## config.mk

```make
export PLATFORM = sky130hd
export DESIGN_NAME = id_ex_stage
export DESIGN_NICKNAME = d
export VERILOG_FILES = /design/src/rtl/id_ex_pkg.sv /design/src/rtl/id_ex_stage_fwd_mux.sv /design/src/rtl/id_ex_stage.sv
export SDC_FILE = /design/constraint.sdc
export NUM_CORES = 1
export LEC_CHECK = 0
export ABC_CLOCK_PERIOD_IN_PS = 9000
export CORE_ASPECT_RATIO = 0.6
export CORE_MARGIN = 2
export CORE_UTILIZATION = 46
export DETAILED_ROUTE_END_ITERATION = 10
export HOLD_SLACK_MARGIN = 0.08
export PLACE_DENSITY_LB_ADDON = 0.12
export SYNTH_ARGS = -nofsm -noshare
export SYNTH_HDL_FRONTEND = slang
export SYNTH_HIERARCHICAL = 1
export SYNTH_SLANG_ARGS = --single-unit
```

## constraint.sdc

```tcl
create_clock -name clk -period 9 [get_ports clk]
set_input_delay 1.8 -clock clk [delete_from_list [all_inputs] [get_ports clk]]
set_output_delay 1.8 -clock clk [all_outputs]
set_load 0.05 [all_outputs]
```

## src/rtl/id_ex_pkg.sv

```systemverilog
// id_ex_pkg: shared types and constants for the ID/EX pipeline stage.
//   ctrl_t   - packed control bundle carried from decode into execute
//   state_t  - stage sequencing state (RUN / BUBBLE)
//   ZERO_REG - architectural x0, never forwarded and never a hazard source
package id_ex_pkg;

  typedef struct packed {
    logic [3:0] alu_ctrl;
    logic       alu_src;
    logic       reg_write;
    logic       mem_read;
    logic       mem_write;
    logic [1:0] result_src;
  } ctrl_t;

  localparam int CTRL_W = $bits(ctrl_t);

  // Bit positions of single-bit fields inside the packed ctrl_t above.
  localparam int CTRL_REG_WRITE = 4;
  localparam int CTRL_MEM_READ  = 3;

  typedef enum logic {
    RUN    = 1'b0,
    BUBBLE = 1'b1
  } state_t;

  localparam logic [4:0] ZERO_REG = 5'd0;

endpackage

```

## src/rtl/id_ex_stage_fwd_mux.sv

```systemverilog
// fwd_mux: combinational operand select for one EX source register.
//   fwd_en        - 0 passes cap_val straight through
//   src           - EX source register address
//   cap_val       - value captured at the ID/EX edge
//   mem_* / wb_*  - writer valid, destination and result of MEM and WB
//   op            - selected operand (MEM beats WB beats captured value)
module fwd_mux
  import id_ex_pkg::*;
#(
  parameter int DATA_WIDTH = 32,
  parameter int ADDR_WIDTH = 5
) (
  input  logic                  fwd_en,
  input  logic [ADDR_WIDTH-1:0] src,
  input  logic [DATA_WIDTH-1:0] cap_val,
  input  logic                  mem_reg_write,
  input  logic [ADDR_WIDTH-1:0] mem_rd,
  input  logic [DATA_WIDTH-1:0] mem_result,
  input  logic                  wb_reg_write,
  input  logic [ADDR_WIDTH-1:0] wb_rd,
  input  logic [DATA_WIDTH-1:0] wb_result,
  output logic [DATA_WIDTH-1:0] op
);

  localparam logic [ADDR_WIDTH-1:0] X0 = ADDR_WIDTH'(ZERO_REG);

  always_comb begin
    op = cap_val;
    if (fwd_en && src != X0) begin
      if (mem_reg_write && mem_rd == src) begin
        op = mem_result;
      end else if (wb_reg_write && wb_rd == src) begin
        op = wb_result;
      end
    end
  end

endmodule

```

## src/rtl/id_ex_stage.sv

```systemverilog
// id_ex_stage: decode-to-execute pipeline register with load-use bubble
// insertion, capture-time WB bypass and EX-time MEM/WB forwarding.
//
// Config macro: ID_EX_FORWARD_EN
//   defined   - EX-time MEM/WB forwarding; one bubble per load-use hazard
//   undefined - no EX-time forwarding; bubbles repeat while any source
//               matches a pending writer in EX or MEM
//
// Ports:
//   clk, rst                    clock, async active-high reset
//   id_*                        decoded instruction and register-file reads
//   flush                       kill the instruction being captured
//   ex_ready                    low freezes the stage
//   mem_reg_write/mem_rd/_result  EX/MEM writer
//   wb_reg_write/wb_rd/_result    WB writer (same-cycle regfile write)
//   id_stall                    hold PC and IF/ID
//   ex_*                        registered EX-stage view; ex_op_a/b forwarded
//
// state  | meaning
// RUN    | normal capture; hazard check active
// BUBBLE | a bubble was just inserted; consumer recaptured next edge
module id_ex_stage
  import id_ex_pkg::*;
#(
  parameter int DATA_WIDTH = 32,
  parameter int ADDR_WIDTH = 5,
  parameter int CTRL_WIDTH = CTRL_W
) (
  input  logic                  clk,
  input  logic                  rst,
  input  logic                  id_valid,
  input  logic [DATA_WIDTH-1:0] id_pc,
  input  logic [ADDR_WIDTH-1:0] id_rs1,
  input  logic [ADDR_WIDTH-1:0] id_rs2,
  input  logic [ADDR_WIDTH-1:0] id_rd,
  input  logic [DATA_WIDTH-1:0] id_rd1,
  input  logic [DATA_WIDTH-1:0] id_rd2,
  input  logic [DATA_WIDTH-1:0] id_imm,
  input  logic [CTRL_WIDTH-1:0] id_ctrl,
  input  logic                  flush,
  input  logic                  ex_ready,
  input  logic                  mem_reg_write,
  input  logic [ADDR_WIDTH-1:0] mem_rd,
  input  logic [DATA_WIDTH-1:0] mem_result,
  input  logic                  wb_reg_write,
  input  logic [ADDR_WIDTH-1:0] wb_rd,
  input  logic [DATA_WIDTH-1:0] wb_result,
  output logic                  id_stall,
  output logic                  ex_valid,
  output logic [DATA_WIDTH-1:0] ex_pc,
  output logic [DATA_WIDTH-1:0] ex_imm,
  output logic [ADDR_WIDTH-1:0] ex_rs1,
  output logic [ADDR_WIDTH-1:0] ex_rs2,
  output logic [ADDR_WIDTH-1:0] ex_rd,
  output logic [CTRL_WIDTH-1:0] ex_ctrl,
  output logic [DATA_WIDTH-1:0] ex_op_a,
  output logic [DATA_WIDTH-1:0] ex_op_b
);

  localparam logic [ADDR_WIDTH-1:0] X0 = ADDR_WIDTH'(ZERO_REG);

  state_t                state;
  logic [DATA_WIDTH-1:0] ex_val1;
  logic [DATA_WIDTH-1:0] ex_val2;
  logic [DATA_WIDTH-1:0] cap_rd1;
  logic [DATA_WIDTH-1:0] cap_rd2;
  logic                  hazard;
  logic                  fwd_en;

  // The register file only exposes a WB write after the edge, so pick the
  // WB result up directly when it targets a source being captured now.
  always_comb begin
    cap_rd1 = id_rd1;
    cap_rd2 = id_rd2;
    if (wb_reg_write && wb_rd != X0 && wb_rd == id_rs1) cap_rd1 = wb_result;
    if (wb_reg_write && wb_rd != X0 && wb_rd == id_rs2) cap_rd2 = wb_result;
  end

`ifdef ID_EX_FORWARD_EN
  assign fwd_en = 1'b1;

  // Only a load in EX needs a bubble; everything else is forwarded.
  assign hazard = (state == RUN) && ex_valid && ex_ctrl[CTRL_MEM_READ] &&
                  ex_rd != X0 && id_valid &&
                  (ex_rd == id_rs1 || ex_rd == id_rs2);
`else
  assign fwd_en = 1'b0;

  // Without forwarding, any pending writer in EX or MEM blocks the reader.
  // In BUBBLE, EX is empty so only the MEM term can still hold the stall.
  logic ex_hit1, ex_hit2, mem_hit1, mem_hit2;

  assign ex_hit1  = (state == RUN) && ex_valid && ex_ctrl[CTRL_REG_WRITE] &&
                    ex_rd == id_rs1;
  assign ex_hit2  = (state == RUN) && ex_valid && ex_ctrl[CTRL_REG_WRITE] &&
                    ex_rd == id_rs2;
  assign mem_hit1 = mem_reg_write && mem_rd == id_rs1;
  assign mem_hit2 = mem_reg_write && mem_rd == id_rs2;

  assign hazard = id_valid &&
                  ((id_rs1 != X0 && (ex_hit1 || mem_hit1)) ||
                   (id_rs2 != X0 && (ex_hit2 || mem_hit2)));
`endif

  assign id_stall = !rst && !flush && (hazard || !ex_ready);

  always_ff @(posedge clk or posedge rst) begin
    if (rst) begin
      state    <= RUN;
      ex_valid <= 1'b0;
      ex_pc    <= '0;
      ex_imm   <= '0;
      ex_rs1   <= '0;
      ex_rs2   <= '0;
      ex_rd    <= '0;
      ex_ctrl  <= '0;
      ex_val1  <= '0;
      ex_val2  <= '0;
    end else if (flush) begin
      state    <= RUN;
      ex_valid <= 1'b0;
      ex_ctrl  <= '0;
    end else if (ex_ready) begin
      if (hazard) begin
        state    <= BUBBLE;
        ex_valid <= 1'b0;
        ex_ctrl  <= '0;
      end else begin
        state    <= RUN;
        ex_valid <= id_valid;
        ex_pc    <= id_pc;
        ex_imm   <= id_imm;
        ex_rs1   <= id_rs1;
        ex_rs2   <= id_rs2;
        ex_rd    <= id_rd;
        ex_ctrl  <= id_ctrl;
        ex_val1  <= cap_rd1;
        ex_val2  <= cap_rd2;
      end
    end
  end

  fwd_mux #(.DATA_WIDTH(DATA_WIDTH), .ADDR_WIDTH(ADDR_WIDTH)) u_fwd_a (
    .fwd_en        (fwd_en),
    .src           (ex_rs1),
    .cap_val       (ex_val1),
    .mem_reg_write (mem_reg_write),
    .mem_rd        (mem_rd),
    .mem_result    (mem_result),
    .wb_reg_write  (wb_reg_write),
    .wb_rd         (wb_rd),
    .wb_result     (wb_result),
    .op            (ex_op_a)
  );

  fwd_mux #(.DATA_WIDTH(DATA_WIDTH), .ADDR_WIDTH(ADDR_WIDTH)) u_fwd_b (
    .fwd_en        (fwd_en),
    .src           (ex_rs2),
    .cap_val       (ex_val2),
    .mem_reg_write (mem_reg_write),
    .mem_rd        (mem_rd),
    .mem_result    (mem_result),
    .wb_reg_write  (wb_reg_write),
    .wb_rd         (wb_rd),
    .wb_result     (wb_result),
    .op            (ex_op_b)
  );

endmodule

```

# [Word level (Yosys, flattened, before mapping)]
# Cells that the tools add are included.
[classes] n_eq_ne=6 muxes=11 bitwise=3 n_reduce_logical=26
[op_table] cell="32-bit 2-to-1 mux" count=2
[op_table] cell="5-bit equality test" count=6
[op_table] cell="10-bit 2-to-1 mux" count=3
[op_table] cell="5-bit nonzero test" count=3
[op_table] cell="1-bit logical AND" count=14
[op_table] cell="1-bit 2-to-1 mux" count=6
[op_table] cell="1-bit logical OR" count=4
[op_table] cell="1-bit zero test" count=3
[op_table] cell="1-bit NOT" count=3
[op_table] cell="3-bit AND reduction" count=1
[op_table] cell="2-bit nonzero test" count=1
[word_totals] ff_bits=155 input_bits=234 elab_cells=56

# [Depth between registers and ports, before layout]
[depth] ltp_word=11 ltp_mapped=8 ltp_nobuf=6

# [Cells and area by module]
# The synthesis kept the hierarchy.
[modules_own_cells] module="id_ex_stage" instances=1 cells_each=540 area_each_um2=7024.2 seq_area_each_um2=3878.7
[modules_own_cells] module="fwd_mux" instances=2 cells_each=97 area_each_um2=917.1 seq_area_each_um2=0.0

# [Worst setup path before layout]
# OpenSTA, ideal clock, no wires.
[synth_path] kind="in2out" from="input port id_rs1[1]" to="output port id_stall" arrival_ns=3.730 t_required_ns=7.200 slack_ns=3.470 cell_stages=6 n_path_buf=0 path_cell_list="xnor2_1 -> nand4_1 -> o22ai_1 -> a22o_1 -> nand2_1 -> a211oi_1"
[synth_between] elab_chain_len=8
[synth_rtl] element="start, declared" line="id_ex_stage.sv:33" rtl="input logic [ADDR_WIDTH-1:0] id_rs1,"
[synth_rtl] element="5-bit equality test (on tied branches)" line="id_ex_stage.sv:94, id_ex_stage.sv:97"
[synth_rtl] element="1-bit logical AND (on tied branches)" line="id_ex_stage.sv:93, id_ex_stage.sv:97"
[synth_rtl] element="1-bit logical OR" line="id_ex_stage.sv:101" rtl="((id_rs1 != X0 && (ex_hit1 || mem_hit1)) ||"
[synth_rtl] element="1-bit logical AND *" line="id_ex_stage.sv:101"
[synth_rtl] element="1-bit logical OR *" line="id_ex_stage.sv:101"
[synth_rtl] element="1-bit logical AND *" line="id_ex_stage.sv:100" rtl="assign hazard = id_valid &&"
[synth_rtl] element="1-bit logical OR *" line="id_ex_stage.sv:105" rtl="assign id_stall = !rst && !flush && (hazard || !ex_ready);"
[synth_rtl] element="1-bit logical AND *" line="id_ex_stage.sv:105"
[synth_rtl] element="end, declared" line="id_ex_stage.sv:48" rtl="output logic id_stall,"
# Every way passes the cells marked *; elsewhere a longest branch is shown, timed or not.

# [Worst setup path in the final report]
[layout_path] from="input port id_rs1[3]" to="output port id_stall"
# The elaborated chain is that of the path after synthesis.

==> impl_metrics.json <==
{
  "synth_compound_area_frac": 0.2314,
  "finalHoldViolations": 0,
  "initial_core_util": 0.4679,
  "dr.first_iter.drc_count": 616,
  "grt_overflow_total": 0,
  "synthAdderAreaFrac": 0,
  "max_slew_margin": -0.3991,
  "synth_simple_gate_area_frac": 0.05480,
  "area_growth_pct": 50.72,
  "io_buffers": 388,
  "dp_cells": 1319,
  "post_drt_wl_per_cell_um": 22.77,
  "post_cts_buffers": 0,
  "crit_path_end_kind": "output port",
  "synth_top_cells_by_area": "dfrtp_1 44%, a2bb2oi_2 10%, mux2_2 10%, mux2i_1 7.2%, a22oi_1 5.4%",
  "cts_buffers": 17,
  "tightest_slew_ps": 2099,
  "ys_seq_area_frac": 0.4379,
  "dr.pass1.iters": 4,
  "clk_path_buf_depth": 2,
  "antenna_found_initial": 2,
  "avgSynthCellArea_sq_um": 12.07,
  "core_area_sq_um": 18930,
  "leakagePower_nw": 4.940,
  "grt_pass1_wl_um": 47420,
  "dieHeight_um": 111.5,
  "status": "complete, but fails checks",
  "grt_max_degree": 92,
  "cts_resized": 0,
  "violations": "slew limit",
  "stdcell_count": 1352,
  "finalNetCount": 1326,
  "cts_root_buffer": "clkbuf_16",
  "via_count": 7830,
  "synth_top_family_by_area": "compound AO/OA/AOI/OAI gates",
  "grt_usage": 0.3012,
  "drive_above_1_share": 0.1756,
  "fin_crit_ps": 6302,
  "ios": 389,
  "cts_tree": "yes",
  "yosysWarnings": 6,
  "routed_wl_um": 30780,
  "rsz0062_at_grt": "no",
  "cp.arrival_ps": 4500,
  "setup_violations": 0,
  "crit_type": "in -> out",
  "layout_common_cells": "388 x clkdlybuf4s50_1, 155 x dfrtp_1, 79 x mux2_2, 69 x nor2_1, 67 x o22ai_1",
  "powerDensity_nw_per_um2": 200.5,
  "slew_viol_final": 134,
  "syn_area_sq_um": 8858,
  "htree_levels": 4,
  "fin_worst_skew_ps": 10.67,
  "synth_area_leader_cell": "dfrtp_1",
  "tns_ps": 0,
  "avgViaCountPerCell": 5.791,
  "hpwl_um": 21170,
  "synthMuxAreaShare": 0.1727,
  "synth.distinct_cells": 33,
  "antenna_left": 0,
  "clkSinkCount": 155,
  "ys_ff_latch": 155,
  "drcViolationCount": 0,
  "synthFlopType": "dfrtp_1",
  "die_area_sq_um": 20420,
  "netlist_instances": 734,
  "hp-class": "reg -> reg",
  "ir_drop_uv": 164.6,
  "synth_edf_count": 0,
  "layout_commonest_cell": "clkdlybuf4s50_1",
  "grt_pass1_vias": 8160,
  "cap_violations": 0,
  "die_w_um": 183.2,
  "start_kind": "input pin",
  "max_freq_ghz": 0.1587,
  "synth_top_area_share": 0.4379,
  "cp.required_ps": 7200,
  "postCtsHoldBufs": 0,
  "num_rows": 39,
  "clk_pin_slew_ps": 60,
  "async_flop_share": 1.000,
  "synth_xor_area_frac": 0.04944,
  "period_share": 0.7002,
  "insertion_delay_ps": 430,
  "gp_congestion": 0.8534,
  "critPathMaxFanout": 5
}
## routing by layer
layer,vias up,part of all wire,GRT usage
li1,3508,-,-
met1,3901,0.42,0.3970
met2,379,0.47,0.4859
met3,42,0.085,0.08113
met4,0,0.022,0.09547
met5,-,0,0
## stage by stage
stage	total power, mW	util	cell area [sq um]	worst slack, ps	hold WS, ps
floorplan	1.528	-	8862	3022	514.8
detailed placement	1.919	0.6723	12730	2710	484.8
finish	2.676	0.7052	13350	2698	505.9
global route	2.777	0.7052	13350	2554	521.0
global placement	1.909	0.6723	12730	2775	484.6
CTS	2.684	0.7051	13350	2686	507.6
## cells in the mapped netlist (3+ instances only)
cell / count
a22o_1: 11
a22oi_1: 64
a2bb2oi_1: 5
a2bb2oi_2: 60
buf_2: 8
buf_6: 26
clkbuf_1: 24
dfrtp_1: 155
inv_1: 4
mux2_2: 79
mux2i_1: 64
nand2_1: 10
nand4_1: 8
nor2_1: 70
nor4_2: 4
o22ai_1: 67
or4_1: 3
xnor2_1: 36
xor2_1: 14
## critical path, cell delays in order
cell and delay (ps):
clkdlybuf4s50_1 660, xnor2_1 160, nand4_1 120, o22ai_1 180
a22o_1 320, nand2_1 110, a211oi_1 270, clkdlybuf4s50_1 870
## cell type report
class	instances	area [sq um]
Fill cell	1428	5582
Multi-Input combinational cell	515	4556
Timing Repair Buffer	399	3966
Sequential cell	155	3879
Clock buffer	19	452.9
Tap cell	246	307.8
Clock inverter	13	167.7
Inverter	4	20.02
Antenna cell	1	2.502
## report_power, final
group	internal (mW)	switching, mW
combinational	0.434	0.613
clock	0.452	0.308
sequential	0.794	0.0755
total	1.68	0.996
## registers in the layout, summed over array words and instances (netlist names)
register  count
ex_ctrl      10
ex_imm       32
ex_pc        32
ex_rd         5
ex_rs1        5
ex_rs2        5
ex_val1      32
ex_val2      32
ex_valid      1
state         1
## final timing paths
path	endpoint	cells past startpoint	slack, ps	startpoint
worst max-delay path	id_stall	8	2700	id_rs1[3]
worst min-delay path	ex_pc[23]	1	510	ex_pc[23]
worst max register to register	ex_rs2[1]	7	6210	ex_ctrl[4]
worst min register to register	ex_pc[23]	1	510	ex_pc[23]
max in group asynchronous	ex_rd[3]	3	5620	rst
min in group asynchronous	ex_pc[20]	2	1950	rst
## cells by family (layout without fill, tap and decap cells)
family                    after synthesis  count (layout)
AOI/OAI and AO/OA                     215             215
xor gates and xnor gates               50              50
buffers and inverters                  65             435
DFF                                   155             155
muxes                                 143             143
other                                   1               3
and+or+nand+nor                       105             105
Note: power is estimated with default switching activity, not from simulation.
